<file path="src/rtl/timer_irq_mmio.sv">
// Memory-mapped down-counter timer with a level interrupt cleared by a W1C store to STATUS.
// Define TIMER_PRESCALE_EN to make CTRL[15:8] a writable tick divisor; otherwise the divisor is fixed at PRESCALE.
module timer_irq_mmio #(
  parameter logic [31:0] BASE     = 32'hFFFF_0000,
  parameter logic [7:0]  PRESCALE = 8'd0
) (
  input  logic        clk,
  input  logic        reset,
  input  logic [31:0] memAddr,
  input  logic [31:0] memWriteData,
  input  logic        MemRead,
  input  logic        MemWrite,
  output logic [31:0] memReadData,
  output logic        sel,
  output logic        irq
);

  typedef enum logic [1:0] {IDLE, RUN, EXPIRED} TimerState;

  TimerState   state, stateNext;
  logic        en, autoReload, ie, pend;
  logic [31:0] loadReg, countReg;
  logic [7:0]  preCount, divisor, divRead;
  logic        aligned, wrEn, ctrlWr, loadWr, countWr, statusWr;
  logic        tick, zeroHit, expire, divChange;

  assign sel      = (memAddr[31:4] == BASE[31:4]);
  assign aligned  = (memAddr[1:0] == 2'b00);
  assign wrEn     = sel & MemWrite & aligned;
  assign ctrlWr   = wrEn & (memAddr[3:2] == 2'd0);
  assign loadWr   = wrEn & (memAddr[3:2] == 2'd1);
  assign countWr  = wrEn & (memAddr[3:2] == 2'd2);
  assign statusWr = wrEn & (memAddr[3:2] == 2'd3);

  // A tick only happens while running; a zero count on a tick is the end of a period.
  assign tick    = (state == RUN) && (preCount == divisor);
  assign zeroHit = tick && (countReg == 32'd0);
  assign expire  = zeroHit && !autoReload;

`ifdef TIMER_PRESCALE_EN
  logic [7:0] divReg;

  always_ff @(posedge clk or posedge reset) begin
    if (reset)
      divReg <= PRESCALE;
    else if (ctrlWr)
      divReg <= memWriteData[15:8];
  end

  assign divisor   = divReg;
  assign divRead   = divReg;
  assign divChange = ctrlWr && (memWriteData[15:8] != divReg);
`else
  assign divisor   = PRESCALE;
  assign divRead   = 8'h00;
  assign divChange = 1'b0;
`endif

  always_ff @(posedge clk or posedge reset) begin
    if (reset)
      state <= IDLE;
    else
      state <= stateNext;
  end

  // A CTRL write outranks a same-cycle expiry so EN and the state never disagree.
  always_comb begin
    stateNext = state;
    case (state)
      IDLE:    if (ctrlWr && memWriteData[0]) stateNext = RUN;
      RUN: begin
        if (ctrlWr)
          stateNext = memWriteData[0] ? RUN : IDLE;
        else if (expire)
          stateNext = EXPIRED;
      end
      EXPIRED: if (ctrlWr && memWriteData[0]) stateNext = RUN;
      default: stateNext = IDLE;
    endcase
  end

  always_ff @(posedge clk or posedge reset) begin
    if (reset)
      preCount <= 8'd0;
    else if ((state != RUN) || divChange || tick)
      preCount <= 8'd0;
    else
      preCount <= preCount + 8'd1;
  end

  always_ff @(posedge clk or posedge reset) begin
    if (reset) begin
      en         <= 1'b0;
      autoReload <= 1'b0;
      ie         <= 1'b0;
      loadReg    <= 32'd0;
    end else begin
      if (ctrlWr) begin
        en         <= memWriteData[0];
        autoReload <= memWriteData[1];
        ie         <= memWriteData[2];
      end else if (expire) begin
        en <= 1'b0;
      end
      if (loadWr)
        loadReg <= memWriteData;
    end
  end

  // Software writes to COUNT beat the tick; the reload reads LOAD before any same-cycle write.
  always_ff @(posedge clk or posedge reset) begin
    if (reset)
      countReg <= 32'd0;
    else if (countWr)
      countReg <= memWriteData;
    else if (tick) begin
      if (countReg != 32'd0)
        countReg <= countReg - 32'd1;
      else if (autoReload)
        countReg <= loadReg;
    end
  end

  always_ff @(posedge clk or posedge reset) begin
    if (reset)
      pend <= 1'b0;
    else if (zeroHit)
      pend <= 1'b1;
    else if (statusWr && memWriteData[0])
      pend <= 1'b0;
  end

  assign irq = pend & ie;

  always_comb begin
    memReadData = 32'd0;
    if (sel && MemRead && aligned) begin
      case (memAddr[3:2])
        2'd0: memReadData = {16'h0000, divRead, 5'b00000, ie, autoReload, en};
        2'd1: memReadData = loadReg;
        2'd2: memReadData = countReg;
        2'd3: memReadData = {30'd0, (state == RUN), pend};
        default: memReadData = 32'd0;
      endcase
    end
  end

endmodule
</file>
<file path="config.mk">
export PLATFORM = sky130hd
export DESIGN_NAME = timer_irq_mmio
export DESIGN_NICKNAME = d
export VERILOG_FILES = /design/src/rtl/timer_irq_mmio.sv
export SDC_FILE = /design/constraint.sdc
export NUM_CORES = 1
export LEC_CHECK = 0
export BUFFER_PORTS_ARGS = -buffer_cell sky130_fd_sc_hd__clkbuf_2
export CORE_ASPECT_RATIO = 1.75
export CORE_UTILIZATION = 25
export CTS_BUF_LIST = sky130_fd_sc_hd__clkbuf_16
export DETAILED_ROUTE_END_ITERATION = 7
export HOLD_SLACK_MARGIN = 0.05
export SLEW_MARGIN = 30
export SYNTH_ARGS = -nofsm -noshare
export SYNTH_HDL_FRONTEND = slang
export SYNTH_SLANG_ARGS = --single-unit
</file>
<file path="constraint.sdc">
create_clock -name clk -period 2.65 [get_ports clk]
set_clock_uncertainty 0.1 [all_clocks]
set_input_delay 0.53 -clock clk [delete_from_list [all_inputs] [get_ports clk]]
set_output_delay 0.53 -clock clk [all_outputs]
set_load 0.1 [all_outputs]
</file>
Yosys cells after proc, flatten, opt, wreduce, memory -nomap -nowiden
Index checks and enable logic that the tools add are counted.
- mux-type cells: 16
- reductions and logical operators: 22
- equal/unequal tests: 9
- add/sub/neg operators: 2
- bitwise operators: 7
- operators with widths (cell ; count):
    two-way mux 32 bit ; 5
    one-hot mux 32 bit (4 select lines) ; 1
    zero test 32 bit ; 1
    nonzero test 32 bit ; 1
    subtractor 32 x 1 -> 32 bit (second input constant) ; 1
    == test 28 bit (second input constant) ; 1
    adder 8 x 1 -> 8 bit (second input constant) ; 1
    zero test 8 bit ; 1
    two-way mux 8 bit ; 1
    AND 1 bit ; 7
    logical AND 1 bit ; 7
    == test 2 bit (second input constant) ; 3
    zero test 2 bit ; 3
    two-way mux 2 bit ; 3
    nonzero test 2 bit ; 3
    two-way mux 1 bit ; 5
    == test 2 x 1 -> 1 bit (second input constant) ; 2
    != test 2 x 1 -> 1 bit (second input constant) ; 2
    one-hot mux 2 bit (2 select lines) ; 1
    AND reduction 2 bit ; 2
    != test 3 bit (second input constant) ; 1
    nonzero test 3 bit ; 1
    OR reduction 2 bit ; 1
    zero test 1 bit ; 1
    logical OR 1 bit ; 1
- register bits: 78
- logic and storage cells: 64
- bits of input ports: 68
- output and inout bits: 34

Logic depth before layout (Yosys ltp)
- depth in word-level cells: 7
- depth in mapped cells: 10
- gate-level depth less buffers: 8

Worst setup path after synthesis
OpenSTA, ideal clock, no wires.
- path kind: input to output
- from: input port memAddr[4]
- to: output port memReadData[10]
- stages on the path: 6
- arrival time: 4.826 ns
- path slack: -2.806 ns
- buffers on the path: 1
- data required time: 2.020 ns
- path through: or4_1 or4_1 nor2_1 nand3_1 clkbuf_1 nor2_1
- word-level cells in the longest chain between the ends: 4
- ends and longest elaborated chain (element ; line ; source):
    from (decl) ; 9 ; input logic [31:0] memAddr,
    == test 28 bit ; 27 ; assign sel = (memAddr[31:4] == BASE[31:4]);
    net sel ; 14 ; output logic sel,
    logical AND 1 bit (2 in a row) ; 137 ; if (sel && MemRead && aligned) begin
    two-way mux 32 bit ; 137 ;
    to (decl) ; 13 ; output logic [31:0] memReadData,
The timed path passes the listed nets, and every way through them passes these cells.

Worst setup path after layout
- from: input port memAddr[4]
- to: output port memReadData[0]
- word-level cells in the longest chain between the ends: 4
- ends and longest elaborated chain (element ; line):
    == test 28 bit ; 27
    logical AND 1 bit (2 in a row) ; 137
    two-way mux 32 bit ; 137
Every way passes these cells.

==> results.yml <==
die:
  io_pins: 102
  initial_core_util_pct: 25.5
  die_area_um2: 20200
  fp.dieW_um: 108
  fp-row-count: 67
  die_h_um: 187
  core_area_um2: 19200
power:
  total_power_mw: 2.55
  leakagePower_nw: 3.22
  vdd_drop_max_uv: 242
  pwr_density_cell_nw_per_um2: 319
final_layout:
  final_core_util_pct: 41.7
  diodes: 0
  layout.nets: 794
  syn2layout_area_growth_pct: 63.2
  n_fill_cell: 1796
  drive_gt1_share_pct: 49.0
  fin_area_um2: 8000
  final_cells: 968
routing:
  firstDrtPassIters: 6
  num_vias: 5002
  drt-total-wl_um: 17600
  drtIter0Drc: 277
  route.detailed.wl_per_inst_um: 18.2
  vias_per_cell: 5.17
  drc: 0
  ant_nets: 0
sta:
  setup_ws_ns: -0.374
  period_share_pct: 114
  hold_slack_ns: 0.150
  max_freq_mhz: 331
  hold_violations: 0
  worst_slew_pin_slew_ns: 0.719
  rsz0062_at_grt: "yes"
  slew_viol_final: 0
  setup_violations: 101
  fin_setup_tns_ns: -22.61
  relSlewSlack_pct: 52.0
  period_minus_slack_ns: 3.02
clock_network:
  cts_buffers: 9
  cts-root-buf: "clkbuf_16"
  clk_latency_ns: 0.34
  htree_levels: 3
  clockBufferDepth: 2
  cts_tree: "yes"
  clk_pin_slew_worst_paths_ns: 0.06
  clock_sink_count: 78
critical_path:
  crit_type: "input pin to primary output"
  cp-startpoint: "memAddr[4]"
  startpoint_type: "input pin"
  crit_required_ns: 2.02
  cp_cell_sequence: "clkbuf_2 > or4_1 > or4_4 > nor2_4 > nand3_4 > buf_12 > nor2b_4 > buf_12"
  cp_max_fo: 12
  r2r-start: "countReg[18]"
  path_common_cell: "buf_12"
  critPathMaxStageDelay_ns: 0.50
  end_kind: "primary output"
  critical-path-slowest-cell: "or4_1"
  cp.arrival_ns: 2.39
yosys:
  yosysTopAreaCell: "dfrtp_1"
  synth_fp_nets: 626
  synthDistinctLibCells: 55
  synth_edf_count: 0
  synth_top_area_share_pct: 39.8
  synth-seq-area-share_pct: 39.8
  syn-instance-count: 554
  synthArstFlopShare_pct: 100
  ys_top_cells_by_count: "dfrtp_1, nand2_1, nor2_1"
  synth-xor-area-share_pct: 5.00
  ys_warn_count: 0
  synthMuxAreaShare_pct: 9.31
  synth_fa_ha_area_share_pct: 1.02
  synth_top_family_by_area: "simple AND/OR/NAND/NOR gates"
  ys.flop_type: "dfrtp_1"
  synth_area_um2: 4900
  synth_seq_cells: 78
  synth.avg_cell_area_um2: 8.85
  synth.area.top_cells: "dfrtp_1, mux2_2, a22oi_1, nand2_1, nor2_1"
  synth_simple_gate_area_share_pct: 22.9
  synth_compound_area_share_pct: 17.2
  synthMostInstantiatedCell: "dfrtp_1"
placed_design:
  dpl_cell_area_um2: 7160
  place_congestion: 0.839
  io_buffer_count: 101
  hpwl_um: 12100
  place_ws_ns: -0.602
  place_inst: 934
status:
  violations: "setup timing"
  status: "finished with violations"
job:
  max_cap_viol_count: 0
global_route:
  grt_pass1_wl_um: 28700
  antenna_found_initial: 0
  grt_use_total_pct: 18.5
  grt_max_degree: 41
  overflow: 0
  grt_pass1_vias: 5502
hold_path:
  hold_class: "input pin to async pin"
==> repair_timing <==
item	4_1_cts	5_1_grt
hold buffers	0	0
resized for setup	71	40
buffers inserted	15	4
setup endpoints to repair	102	102
pin swaps	9	6
gates cloned	9	0
==> power breakdown <==
| part | switching (mW) | internal (mW) | leakage (nW) | total (mW) |
|---|---|---|---|---|
| clock | 0.543 | 0.644 | 0.129 | 1.19 |
| combinational | 0.107 | 0.0670 | 2.15 | 0.174 |
| sequential | 0.0000000902 | 1.19 | 0.939 | 1.19 |
==> logic make-up (layout without fill, tap and decap cells) <==
kind of cell,Yosys count,count (layout)
adders and majority gates,4,4
and+or+nand+nor,226,228
buffers and inverters,52,223
AOI/OAI and AO/OA,127,127
muxes,39,39
xor gates and xnor gates,28,28
DFF,78,78
==> path summary, 6_finish.rpt <==
check | end | slack, ns | cells past startpoint
max in group asynchronous | loadReg[23] | 1.63 | 3
setup reg to reg | countReg[30] | -0.04 | 8
hold / removal | loadReg[3] | 0.15 | 2
min in group clk | countReg[6] | 0.31 | 3
setup / recovery | memReadData[0] | -0.37 | 8
hold reg to reg | loadReg[1] | 0.43 | 1
==> placed cells by master (no fill, tap or decap), drive strengths merged, types with 4 or more instances in the layout <==
cell    instances
or4            12
ha              4
or3            10
nor4           14
a22oi          33
buf           130
o31ai           6
nand2          66
a21oi          22
a32oi          10
nor2b           6
nand3          13
inv            10
o21ai          34
xor2           21
and3            7
clkbuf         77
xnor2           7
dfrtp          78
nand2b          6
nor3           13
mux2           33
nor2           63
mux2i           4
==> critical path, delay by kind of cell <==
kind | cells | cell delay (ns)
simple gates | 5 | 1.39
buf+inv | 3 | 0.45
==> sequential cells by signal, indices dropped and copies added (netlist names) <==
name	cells
autoReload	1
countReg	32
en	1
ie	1
loadReg	32
pend	1
preCount	8
state	2
==> layer usage <==
layer  part of all wire, %  GRT usage (%)
met1                    37           20.0
met2                    55           33.5
met3                   3.3           2.54
met4                   4.5           10.5
met5                     0              0
==> area by class of cell <==
type	count	area [um2]	share of cell area [%]
Tap cell	241	302	3.77
Clock buffer	9	225	2.82
Clock inverter	7	57.6	0.719
Sequential cell	78	1950	24.4
Timing Repair Buffer	198	1990	24.8
Inverter	9	35.0	0.438
Multi-Input combinational cell	426	3440	43.0
Power figures use the tool's default switching activity.
